--- src/rtl/hazard_stall_ctrl.sv ---
// hazard_stall_ctrl: stall/flush control for the 5-stage MIPS pipeline.
// Covers load-use, HI/LO reads behind an in-flight mult/div, and
// wrong-path squash after a taken branch/jump resolved in EX.
// Optional stall performance counter enabled by defining HAZARD_PERF_EN.
module hazard_stall_ctrl #(
    parameter int unsigned MULDIV_LAT = 4,
    parameter int unsigned CNT_W      = 16
) (
    input  logic             clk,
    input  logic             rst,
    input  logic [4:0]       IFIDRegRs,
    input  logic [4:0]       IFIDRegRt,
    input  logic             IDUsesRt,
    input  logic             IDEXMemRead,
    input  logic [4:0]       IDEXRegRt,
    input  logic             IDMulDiv,
    input  logic             IDReadsHiLo,
    input  logic             EXBranchTaken,
    output logic             PCWrite,
    output logic             IFIDWrite,
    output logic             IFIDFlush,
    output logic             IDEXBubble,
    output logic             MulDivBusy,
    output logic [CNT_W-1:0] StallCount
);

    localparam int unsigned MD_CNT_W = 4;

    typedef enum logic {
        ST_RUN    = 1'b0,
        ST_MDWAIT = 1'b1
    } state_t;

    state_t              r_state;
    logic [MD_CNT_W-1:0] r_cnt;

    logic w_ld_use;
    logic w_md_use;
    logic w_stall;
    logic w_issue;

    // Hazard detection from the ID/EX operands and the mult/div tracker
    always_comb begin
        w_ld_use = IDEXMemRead && (IDEXRegRt != 5'd0) &&
                   ((IDEXRegRt == IFIDRegRs) || (IDUsesRt && (IDEXRegRt == IFIDRegRt)));
        w_md_use = MulDivBusy && (IDReadsHiLo || IDMulDiv);
        w_stall  = (w_ld_use || w_md_use) && !EXBranchTaken;
        w_issue  = IDMulDiv && !w_stall && !EXBranchTaken;
    end

    assign MulDivBusy = (r_state == ST_MDWAIT);

    // Mult/div latency tracker: RUN while idle, MDWAIT while a result is pending
    always_ff @(posedge clk or posedge rst) begin
        if (rst) begin
            r_state <= ST_RUN;
            r_cnt   <= '0;
        end else if (w_issue) begin
            r_state <= ST_MDWAIT;
            r_cnt   <= MD_CNT_W'(MULDIV_LAT);
        end else if (r_cnt != '0) begin
            r_cnt   <= r_cnt - MD_CNT_W'(1);
            r_state <= (r_cnt == MD_CNT_W'(1)) ? ST_RUN : ST_MDWAIT;
        end
    end

    // Pipeline-register controls: reset, then flush, then stall, then normal flow
    always_comb begin
        PCWrite    = 1'b1;
        IFIDWrite  = 1'b1;
        IFIDFlush  = 1'b0;
        IDEXBubble = 1'b0;
        if (rst) begin
            PCWrite    = 1'b0;
            IFIDWrite  = 1'b0;
            IFIDFlush  = 1'b1;
            IDEXBubble = 1'b1;
        end else if (EXBranchTaken) begin
            IFIDFlush  = 1'b1;
            IDEXBubble = 1'b1;
        end else if (w_stall) begin
            PCWrite    = 1'b0;
            IFIDWrite  = 1'b0;
            IDEXBubble = 1'b1;
        end
    end

`ifdef HAZARD_PERF_EN
    logic [CNT_W-1:0] r_stall_cnt;

    // Saturating count of stall cycles, cleared only by reset
    always_ff @(posedge clk or posedge rst) begin
        if (rst) begin
            r_stall_cnt <= '0;
        end else if (w_stall && (r_stall_cnt != '1)) begin
            r_stall_cnt <= r_stall_cnt + CNT_W'(1);
        end
    end

    assign StallCount = r_stall_cnt;
`else
    assign StallCount = '0;
`endif

endmodule

--- config.mk ---
export PLATFORM = sky130hd
export DESIGN_NAME = hazard_stall_ctrl
export DESIGN_NICKNAME = d
export VERILOG_FILES = /design/src/rtl/hazard_stall_ctrl.sv
export SDC_FILE = /design/constraint.sdc
export NUM_CORES = 1
export LEC_CHECK = 0
export BUFFER_PORTS_ARGS = -buffer_cell sky130_fd_sc_hd__buf_2
export CAP_MARGIN = 20
export CELL_PAD_IN_SITES_DETAIL_PLACEMENT = 1
export CELL_PAD_IN_SITES_GLOBAL_PLACEMENT = 1
export CORE_UTILIZATION = 27
export DETAILED_ROUTE_END_ITERATION = 6
export PLACE_DENSITY_LB_ADDON = 0.2
export SLEW_MARGIN = 15
export SYNTH_ARGS = -nofsm -noshare
export SYNTH_HDL_FRONTEND = slang
export SYNTH_SLANG_ARGS = --single-unit
--- constraint.sdc ---
create_clock -name clk -period 1.76 [get_ports clk]
set_input_delay 0 -clock clk [delete_from_list [all_inputs] [get_ports clk]]
set_output_delay 0 -clock clk [all_outputs]
set_load 0.02 [all_outputs]
==> flow_metrics.tcl <==
set metrics [dict create \
    fin_nets 134 \
    die_h_um 50.7 \
    viasPerCell 4.26 \
    syn_to_final_growth_pct 21.1 \
    ys.flop_type "dfrtp_1" \
    drc 0 \
    yosys_warnings 0 \
    synth_area_um2 641 \
    antenna_found_initial 0 \
    postRouteAntennaNets 0 \
    fin_tns_setup_ps 0 \
    port_buffers 26 \
    syn_inst 79 \
    hold_viol_final 0 \
    initial_core_util_pct 28.7 \
    status "complete, no violations" \
    place_congestion 0.652 \
    fin_util_pct 34.7 \
    dp_hpwl_um 1240 \
    irDropWorstVdd_mv 0.361 \
    ios 43 \
    routed_wl_um 1370 \
    fin_crit_ps 1520 \
    clock_latency_ps 240 \
    grt-ovfl-total 0 \
    antenna_cells 0 \
    arrival_ps 1680 \
    drive_above_1_share_pct 32.4 \
    fmax_ghz 0.656 \
    synth_seq_cells 5 \
    cts_tree "done" \
    via_count 579 \
    path_class "reg -> reg" \
    ys_types 26 \
    power_density_mw_per_mm2 1050 \
    grt_pass1_vias 535 \
    finalPower_mw 0.811 \
    endpoint_kind "register" \
    p_leak_nw 0.366 \
    hold_class "in -> reg" \
    finalMaxSlewViolations 0 \
    layout.cells.non_filler 136 \
    fin_crit_sh_pct 86.6 \
    num-fill-cells 293 \
    cts_root_buf "clkbuf_4" \
    stdcell_area_um2 776 \
    crit_path_max_fanout 4 \
    start_kind "register" \
    cts_buffers 3 \
    clkSlewWorstSetupHoldPaths_ps 40 \
    dr.first_iter.drc_count 2 \
    grt_setup_unrepaired "false" \
    dieArea_mm2 0.00257 \
    cts_setup_buffers 0 \
    grt_pass1_wl_um 2160 \
    synth_top_cell_by_area "buf_4" \
    hold_ws_ps 158 \
    dp_slack_ps 104 \
    placed_area_um2 734 \
    synth_area_per_cell_um2 8.11 \
    core_area_mm2 0.00223 \
    synthTopCellsByCount "17 x buf_4, 11 x xnor2_1, 7 x inv_1" \
    clkSinkCount 5 \
    wl_per_cell_um 10.0 \
    die-width_um 50.7 \
    synthArstFlopShare_pct 100 \
    synthTopCellsByArea "buf_4 20%, dfrtp_1 20%, xnor2_1 15%, ha_1 5.9%, inv_1 4.1%" \
    h-tree-depth 1 \
    drt-pass1-iter-count 2 \
    place_inst 131 \
    grt_usage_pct 11.3 \
    row_count 17 \
    setup_ws_ps 235 \
    synth_edf_count 0 \
    finClkSkew_ps 3.05 \
    finalSetupViolations 0 \
    crit_required_ps 1920 \
    ys_seq_area_share_pct 19.5 \
    seqCellArea_um2 125 \
    grt_max_degree 7 \
    clockBufferDepth 2 \
    synth.top_cell.area_share_pct 19.9 \
    multi_input_comb_area_um2 423 \
    yosysMostFrequentCell "buf_4" \
    max_cap_viol_count 0 \
]
==> critical path, stage by stage, from the launching register on <==
cell and delay (ps):
dfrtp_1 380, inv_1 120, ha_1 230, nor3b_2 270
mux2i_1 250, o21ai_2 70, a21oi_1 130
==> logic make-up (layout without fill, tap and decap cells) <==
logic type / count (synthesis) / after routing / synth area share [%]
buffers and inverters: 24 / 38 / 24.0
AOI/OAI and AO/OA: 17 / 17 / 18.6
and+or+nand+nor: 16 / 16 / 13.3
xor gates and xnor gates: 11 / 11 / 15.0
DFF: 5 / 5 / 19.5
adders and majority gates: 3 / 3 / 5.86
muxes: 2 / 2 / 3.13
other: 1 / 16 / 0.585
==> layer usage <==
layer	global-route usage (%)	vias to the layer above	share of wire (%)
met5	0	-	0
met4	5.56	0	0
met3	0.909	0	4.5
met2	21.3	23	55
met1	12.5	264	41
li1	-	292	-
==> sequential cells by signal, summed over array words and instances, names as in the netlist <==
register / flops
MulDivBusy: 1
r_cnt: 4
==> layout make-up <==
class / instances / share of cell area [%]
multi-input combinational: 65 / 54.5
tap: 28 / 4.52
clock buffer: 4 / 3.39
sequential: 5 / 16.1
inverter: 7 / 3.39
timing repair buffer: 27 / 18.1
==> power breakdown <==
| group | internal [mW] | total (mW) | switching (mW) |
|---|---|---|---|
| combinational | 0.195 | 0.454 | 0.258 |
| clock | 0.0856 | 0.130 | 0.0446 |
| sequential | 0.174 | 0.227 | 0.0529 |
==> placed cells by master (no fill, tap or decap), types with 2 or more instances in the layout <==
master / count
o21ai_0: 2
mux2i_1: 2
xnor2_1: 11
a21oi_1: 3
conb_1: 16
inv_1: 7
nand2_1: 4
nor2_1: 3
ha_1: 3
clkbuf_4: 3
o211ai_1: 3
o21ai_2: 2
dfrtp_1: 5
nor3_1: 2
buf_2: 26
a211oi_1: 3
==> timing repair <==
item	in CTS	in global routing
hold buffers	1	0
hold endpoints to repair	5	0
gates resized for setup	0	1
setup endpoints to repair	0	1
==> path summary, 6_finish.rpt <==
check                       startpoint         end  slack (ps)  depth (start not counted)
setup reg to reg              r_cnt[0]    r_cnt[1]         240                          6
hold / removal             IDEXMemRead    r_cnt[2]         160                          4
setup / recovery              r_cnt[0]    r_cnt[1]         240                          6
min in group asynchronous          rst    r_cnt[3]         260                          3
max in group asynchronous          rst  MulDivBusy        1310                          3
hold reg to reg               r_cnt[3]  MulDivBusy         610                          2
(Power assumes the default switching activity.)
